**config.mk**
```make
export PLATFORM = sky130hd
export DESIGN_NAME = cram_config_loader
export DESIGN_NICKNAME = d
export VERILOG_FILES = /design/src/rtl/cram_config_loader.sv
export SDC_FILE = /design/constraint.sdc
export NUM_CORES = 1
export LEC_CHECK = 0
export CORE_ASPECT_RATIO = 1.75
export CORE_UTILIZATION = 40
export DETAILED_ROUTE_END_ITERATION = 10
export PLACE_DENSITY = 0.65
export REMOVE_ABC_BUFFERS = 1
export SYNTH_ARGS = -nofsm -noshare
export SYNTH_HDL_FRONTEND = slang
export SYNTH_SLANG_ARGS = --single-unit
export TNS_END_PERCENT = 50
```
**constraint.sdc**
```tcl
create_clock -name clk -period 4.8 [get_ports clk]
set_input_delay 0.96 -clock clk [delete_from_list [all_inputs] [get_ports clk]]
set_output_delay 0.96 -clock clk [all_outputs]
set_load 0.02 [all_outputs]
```
**src/rtl/cram_config_loader.sv**
```systemverilog
// Serial CRAM chain feeder: accepts bitstream words on a valid/ready stream and shifts them
// LSB-first onto the chain head, stopping after exactly TOTAL_BITS enabled shifts.
module cram_config_loader #(
    parameter int WORD_W     = 32,
    parameter int TOTAL_BITS = 4096,
    parameter int CNT_W      = $clog2(TOTAL_BITS + 1)
) (
    input  logic              clk,
    input  logic              rst,
    input  logic              start,
    input  logic              abort,
    input  logic [WORD_W-1:0] word_data,
    input  logic              word_valid,
    output logic              word_ready,
    output logic              config_en,
    output logic              config_data_out,
    output logic              busy,
    output logic              done,
    output logic [CNT_W-1:0]  bit_count
);
    localparam int IDX_W = (WORD_W > 1) ? $clog2(WORD_W) : 1;
    localparam logic [IDX_W-1:0] LAST_IDX = IDX_W'(WORD_W - 1);
    localparam logic [CNT_W-1:0] LAST_BIT = CNT_W'(TOTAL_BITS - 1);
    localparam logic [CNT_W-1:0] MAX_CNT  = CNT_W'(TOTAL_BITS);

    typedef enum logic [1:0] {S_IDLE, S_LOAD, S_SHIFT, S_DONE} state_t;

    state_t            state_q, state_d;
    logic [WORD_W-1:0] shreg_q, shreg_d;
    logic [IDX_W-1:0]  bit_idx_q, bit_idx_d;
    logic [CNT_W-1:0]  bit_count_q, bit_count_d;
    logic              last_word_bit, last_chain_bit, xfer;

    function automatic logic [CNT_W-1:0] sat_inc(input logic [CNT_W-1:0] v);
        return (v >= MAX_CNT) ? MAX_CNT : v + CNT_W'(1);
    endfunction

    assign last_word_bit  = (bit_idx_q == LAST_IDX);
    assign last_chain_bit = (bit_count_q == LAST_BIT);

    // Prefetch on the last bit of a word keeps shifting gapless; the chain end never prefetches.
    assign word_ready      = (state_q == S_LOAD) ||
                             ((state_q == S_SHIFT) && last_word_bit && !last_chain_bit);
    assign xfer            = word_ready && word_valid;
    assign config_en       = (state_q == S_SHIFT);
    assign config_data_out = config_en & shreg_q[0];
    assign busy            = (state_q == S_LOAD) || (state_q == S_SHIFT);
    assign done            = (state_q == S_DONE);
    assign bit_count       = bit_count_q;

    always_comb begin
        state_d     = state_q;
        shreg_d     = shreg_q;
        bit_idx_d   = bit_idx_q;
        bit_count_d = bit_count_q;
        case (state_q)
            S_IDLE, S_DONE: begin
                if (start) begin
                    state_d     = S_LOAD;
                    bit_count_d = '0;
                end
            end
            S_LOAD: begin
                if (abort) begin
                    state_d = S_IDLE;
                end else if (xfer) begin
                    shreg_d   = word_data;
                    bit_idx_d = '0;
                    state_d   = S_SHIFT;
                end
            end
            S_SHIFT: begin
                if (abort) begin
                    state_d = S_IDLE;
                end else begin
                    shreg_d     = shreg_q >> 1;
                    bit_idx_d   = bit_idx_q + IDX_W'(1);
                    bit_count_d = sat_inc(bit_count_q);
                    if (last_chain_bit) begin
                        state_d = S_DONE;
                    end else if (last_word_bit) begin
                        if (xfer) begin
                            shreg_d   = word_data;
                            bit_idx_d = '0;
                        end else begin
                            state_d = S_LOAD;
                        end
                    end
                end
            end
            default: state_d = S_IDLE;
        endcase
    end

    always_ff @(posedge clk) begin
        if (rst) begin
            state_q     <= S_IDLE;
            shreg_q     <= '0;
            bit_idx_q   <= '0;
            bit_count_q <= '0;
        end else begin
            state_q     <= state_d;
            shreg_q     <= shreg_d;
            bit_idx_q   <= bit_idx_d;
            bit_count_q <= bit_count_d;
        end
    end
endmodule
```
==> flow_summary.html <==
<table>
<tr><th>Metric</th><th>Value</th></tr>
<tr><th colspan="2">Synthesis</th></tr>
<tr><td>Number of flip-flops and latches in the synthesized netlist</td><td>52</td></tr>
<tr><td>Most area-consuming cells after synthesis</td><td>sky130_fd_sc_hd__dfxtp_1 39%, sky130_fd_sc_hd__nor3_1 12%, sky130_fd_sc_hd__nor4_1 7.6%</td></tr>
<tr><td>Top-area cell type share of the netlist area</td><td>39.49%</td></tr>
<tr><td>Cell taking the most area after synthesis</td><td>sky130_fd_sc_hd__dfxtp_1</td></tr>
<tr><td>Total standard cell area after synthesis</td><td>2636 sq um</td></tr>
<tr><td>Synthesized-area fraction occupied by xor and xnor cells</td><td>1.661%</td></tr>
<tr><td>List of most frequent post-synthesis cells</td><td>65 x sky130_fd_sc_hd__nor3_1, 52 x sky130_fd_sc_hd__dfxtp_1, 39 x sky130_fd_sc_hd__nor2_1</td></tr>
<tr><td>Mean post-synth cell area</td><td>7.846 sq um</td></tr>
<tr><td>Fraction of the mapped netlist area in compound gates</td><td>9.445%</td></tr>
<tr><td>Mux cell area share after synthesis</td><td>0.8068%</td></tr>
<tr><td>Most frequently used cell type in the post-synthesis netlist</td><td>sky130_fd_sc_hd__nor3_1</td></tr>
<tr><td>Most common flop cell mapped by yosys</td><td>sky130_fd_sc_hd__dfxtp_1</td></tr>
<tr><td>Largest family of logic cells by synthesized area</td><td>simple AND/OR/NAND/NOR gates</td></tr>
<tr><td>Number of warning messages in the yosys log</td><td>0</td></tr>
<tr><td>Synth unique cells</td><td>45</td></tr>
<tr><td>Number of enable-type register cells in the synthesized netlist</td><td>0</td></tr>
<tr><td>Sequential element share of the synthesized area</td><td>39.49%</td></tr>
<tr><td>Area share of and/or/nand/nor cells after synthesis</td><td>39.25%</td></tr>
<tr><td>Instance count of the mapped netlist</td><td>336</td></tr>
<tr><td>Async set or reset register ratio after synthesis</td><td>0%</td></tr>
<tr><td>Share of synthesized cell area in full adder, half adder and majority cells</td><td>3.322%</td></tr>
<tr><th colspan="2">Worst hold path</th></tr>
<tr><td>Cell depth of the worst hold path</td><td>2</td></tr>
<tr><td>Worst min-delay path endpoint</td><td>shreg_q[31]</td></tr>
<tr><td>Source of the worst hold timing path</td><td>shreg_q[31]</td></tr>
<tr><td>Worst min-delay path class</td><td>register to register</td></tr>
<tr><th colspan="2">Worst setup path</th></tr>
<tr><td>Kind of end point of the critical path</td><td>primary output</td></tr>
<tr><td>Critical-path cell list</td><td>ha_1, nand4b_1, nor3_1, o21ai_0, clkdlybuf4s50_1</td></tr>
<tr><td>Data arrival time of the worst path</td><td>2210 ps</td></tr>
<tr><td>Gate family responsible for the most delay along the worst path</td><td>buffers and inverters</td></tr>
<tr><td>Worst Reg2Reg Path Length in Cells</td><td>8</td></tr>
<tr><td>Largest fanout on the critical path</td><td>7</td></tr>
<tr><td>Crit Path Class</td><td>register to primary output</td></tr>
<tr><td>Worst flop-to-flop path startpoint</td><td>bit_idx_q[0]</td></tr>
<tr><td>Number of buffers and inverters on the critical path</td><td>1</td></tr>
<tr><td>Critical Path Start Type</td><td>register</td></tr>
<tr><td>Data required time of the worst path</td><td>3840 ps</td></tr>
<tr><td>Reg-to-reg slack, setup</td><td>2030 ps</td></tr>
<tr><td>Slowest stage cell on the critical path</td><td>sky130_fd_sc_hd__clkdlybuf4s50_1</td></tr>
<tr><td>Terminus of the critical flop-to-flop path</td><td>shreg_q[9]</td></tr>
<tr><td>Longest individual stage delay on the worst path</td><td>550 ps</td></tr>
<tr><th colspan="2">Clocking</th></tr>
<tr><td>Number of buffers created by CTS</td><td>5</td></tr>
<tr><td>Master cell of the clock root buffer</td><td>sky130_fd_sc_hd__clkbuf_8</td></tr>
<tr><td>Sinks on Clock Net</td><td>52</td></tr>
<tr><td>Htree depth</td><td>2</td></tr>
<tr><td># hold bufs at CTS</td><td>0</td></tr>
<tr><td>Number of setup buffers added after CTS</td><td>0</td></tr>
<tr><td>Count of instances resized after the clock tree is built</td><td>0</td></tr>
<tr><td>Max clock buf depth</td><td>2</td></tr>
<tr><td>CTS clock-pin slew for the worst setup and hold paths</td><td>100 ps</td></tr>
<tr><td>Clock insertion delay at the later pin of the skew report</td><td>310 ps</td></tr>
<tr><td>CTS tree</td><td>built</td></tr>
<tr><th colspan="2">Die</th></tr>
<tr><td>Starting utilization of the core area</td><td>42.01%</td></tr>
<tr><td>Core Box Area</td><td>6276 sq um</td></tr>
<tr><td>Floorplan die area</td><td>6932 sq um</td></tr>
<tr><td>Top-level I/O count</td><td>55</td></tr>
<tr><td>Horizontal die dimension</td><td>63.37 um</td></tr>
<tr><td>Die height</td><td>109.4 um</td></tr>
<tr><td>Cell row count</td><td>38</td></tr>
<tr><th colspan="2">Power and ir drop</th></tr>
<tr><td>Power per cell area</td><td>273.5 nW/um^2</td></tr>
<tr><td>Static power due to leakage</td><td>1.053 nW</td></tr>
<tr><td>Total power</td><td>0.9033 mW</td></tr>
<tr><td>Worst vdd ir</td><td>163.4 uV</td></tr>
<tr><th colspan="2">GRT</th></tr>
<tr><td>Initial antenna violation count</td><td>0</td></tr>
<tr><td>Pin count of the biggest net entering global routing</td><td>70</td></tr>
<tr><td>Global-route wire length before repair</td><td>11,010 um</td></tr>
<tr><td>GRT overflow</td><td>0</td></tr>
<tr><td>Vias in the first global route</td><td>2,567</td></tr>
<tr><td>Total track usage</td><td>19.31%</td></tr>
<tr><th colspan="2">Route</th></tr>
<tr><td>Detailed Route Iter0 Violations</td><td>115</td></tr>
<tr><td>Detail-routed via count per cell</td><td>5.772</td></tr>
<tr><td>Routed length on met1</td><td>2725 um</td></tr>
<tr><td>Highest Signal Layer</td><td>met4</td></tr>
<tr><td>DR WL met3</td><td>256 um</td></tr>
<tr><td>Final routed wirelength across all metal layers</td><td>6315 um</td></tr>
<tr><td>Average wire length per cell after detail routing</td><td>13.85 um</td></tr>
<tr><td>DRC Markers</td><td>0</td></tr>
<tr><td>Detailed-router iteration count before antenna repair</td><td>4</td></tr>
<tr><td>Antenna-violating nets left</td><td>0</td></tr>
<tr><td>Routed wire length on met2</td><td>3208 um</td></tr>
<tr><td>Detailed-route via count</td><td>2,632</td></tr>
<tr><th colspan="2">Place</th></tr>
<tr><td>DP Wirelength</td><td>4282 um</td></tr>
<tr><td>Gp weighted congestion</td><td>0.8370</td></tr>
<tr><td>PortBufs</td><td>54</td></tr>
<tr><th colspan="2">STA</th></tr>
<tr><td>Clk_skew</td><td>8.767 ps</td></tr>
<tr><td>Headroom to the max-slew limit</td><td>21.60%</td></tr>
<tr><td>Transition time at the pin with the least slew margin</td><td>1176 ps</td></tr>
<tr><td>Fin crit share</td><td>65.95%</td></tr>
<tr><td>Final critical delay including setup and external delays</td><td>3165 ps</td></tr>
<tr><td>Aggregate negative setup slack</td><td>0 ps</td></tr>
<tr><td>Unrepaired setup endpoints after global routing</td><td>no</td></tr>
<tr><td>Final Hold Vio Count</td><td>0</td></tr>
<tr><td>Fmax achieved</td><td>315.9 MHz</td></tr>
<tr><td>Worst slack on hold paths</td><td>460.4 ps</td></tr>
<tr><td>Pins Over Slew Limit</td><td>0</td></tr>
<tr><td>Setup-violating endpoint count in the final report</td><td>0</td></tr>
<tr><th colspan="2">Cells and area</th></tr>
<tr><td>Ratio of cells with drive above 1 in the final layout</td><td>5.319%</td></tr>
<tr><td>Final #Nets</td><td>419</td></tr>
<tr><td>Antenna Cells</td><td>0</td></tr>
<tr><td>Layout overhead on the synthesized area</td><td>25.30%</td></tr>
<tr><td>Layout filler cell count</td><td>640</td></tr>
<tr><th colspan="2">Outcome</th></tr>
<tr><td>Status</td><td>finished, final reports clean</td></tr>
<tr><th colspan="2">Run</th></tr>
<tr><td>Maximum capacitance violations</td><td>0</td></tr>
</table>
## how the worst max path moves through the flow
| stage | startpoint | endpoint | slack, ps | cells past startpoint |
|---|---|---|---|---|
| 3_5_place_dp | word_valid | shreg_q[9] | 1470 | 6 |
| 5_1_grt | bit_count[1] | word_ready | 1520 | 5 |
| 6_report | bit_count[1] | word_ready | 1630 | 5 |
| 4_1_cts | bit_count[1] | word_ready | 1650 | 5 |
| 3_3_place_gp | word_valid | bit_idx_q[3] | 1540 | 5 |
| 2_1_floorplan | word_valid | bit_idx_q[3] | 1360 | 4 |
## per-stage QoR
step | instances | instance area, sq um | utilization (%) | setup slack, ps
3_3_place_gp | 448 | 3188 | 50.80 | 1542
5_1_grt | 456 | 3303 | 52.63 | 1522
6_report | 456 | 3303 | 52.63 | 1635
3_5_place_dp | 448 | 3188 | 50.80 | 1465
4_1_cts | 456 | 3303 | 52.63 | 1650
2_1_floorplan | 310 | 2515 | - | 1360
## final cells by class
cell class                 instances  area, sq um  share of cell area, %
inverter                          10        37.54                  1.136
timing repair buffer              58        570.5                  17.27
clock buffer                       5        68.82                  2.083
clock inverter                     3        46.29                  1.402
multi-input combinational        248         1439                  43.56
sequential                        52         1041                  31.52
tap                               80        100.1                  3.030
## flip-flops by register name, summed over array words and instances (netlist names)
register,flops
bit_count,13
bit_idx_q,5
shreg_q,32
state_q,2
## cells by family after synthesis
kind of cell             after synthesis
AO/OA/AOI/OAI                         38
XOR/XNOR                               5
multiplexers                           2
buffers and inverters                 36
adder cells (fa/ha/maj)                7
AND/OR/NAND/NOR                      196
flip-flops                            52
## cells in the final DEF (no fill, tap or decap), types with 8 or more instances in the layout
master                             n
sky130_fd_sc_hd__nand3_1          10
sky130_fd_sc_hd__clkdlybuf4s50_1  54
sky130_fd_sc_hd__dfxtp_1          52
sky130_fd_sc_hd__nor3_1           65
sky130_fd_sc_hd__inv_1            10
sky130_fd_sc_hd__o21ai_0           8
sky130_fd_sc_hd__a21oi_1          10
sky130_fd_sc_hd__nor2_1           38
sky130_fd_sc_hd__nor4_1           32
sky130_fd_sc_hd__nand2_1          13
## power by group
group | switching, mW | internal [mW] | total [mW]
combinational | 0.0682 | 0.0615 | 0.130
sequential | 0.0119 | 0.451 | 0.463
clock | 0.154 | 0.157 | 0.311
## metal layers
metal / vias to the layer above / global-route usage (%)
met5: - / 0
met4: 0 / 7.468
met3: 13 / 2.282
met2: 103 / 35.64
met1: 1207 / 22.32
li1: 1309 / -
## worst register-to-register path, cell delays in order (launching register included)
cell and delay, ps:
sky130_fd_sc_hd__dfxtp_1 350, sky130_fd_sc_hd__ha_1 220, sky130_fd_sc_hd__and3_1 190, sky130_fd_sc_hd__ha_1 200, sky130_fd_sc_hd__a21boi_0 300, sky130_fd_sc_hd__a41o_1 740
sky130_fd_sc_hd__buf_4 320, sky130_fd_sc_hd__nor3_1 60, sky130_fd_sc_hd__nor4_1 310
Power figures use the tool's default switching activity.
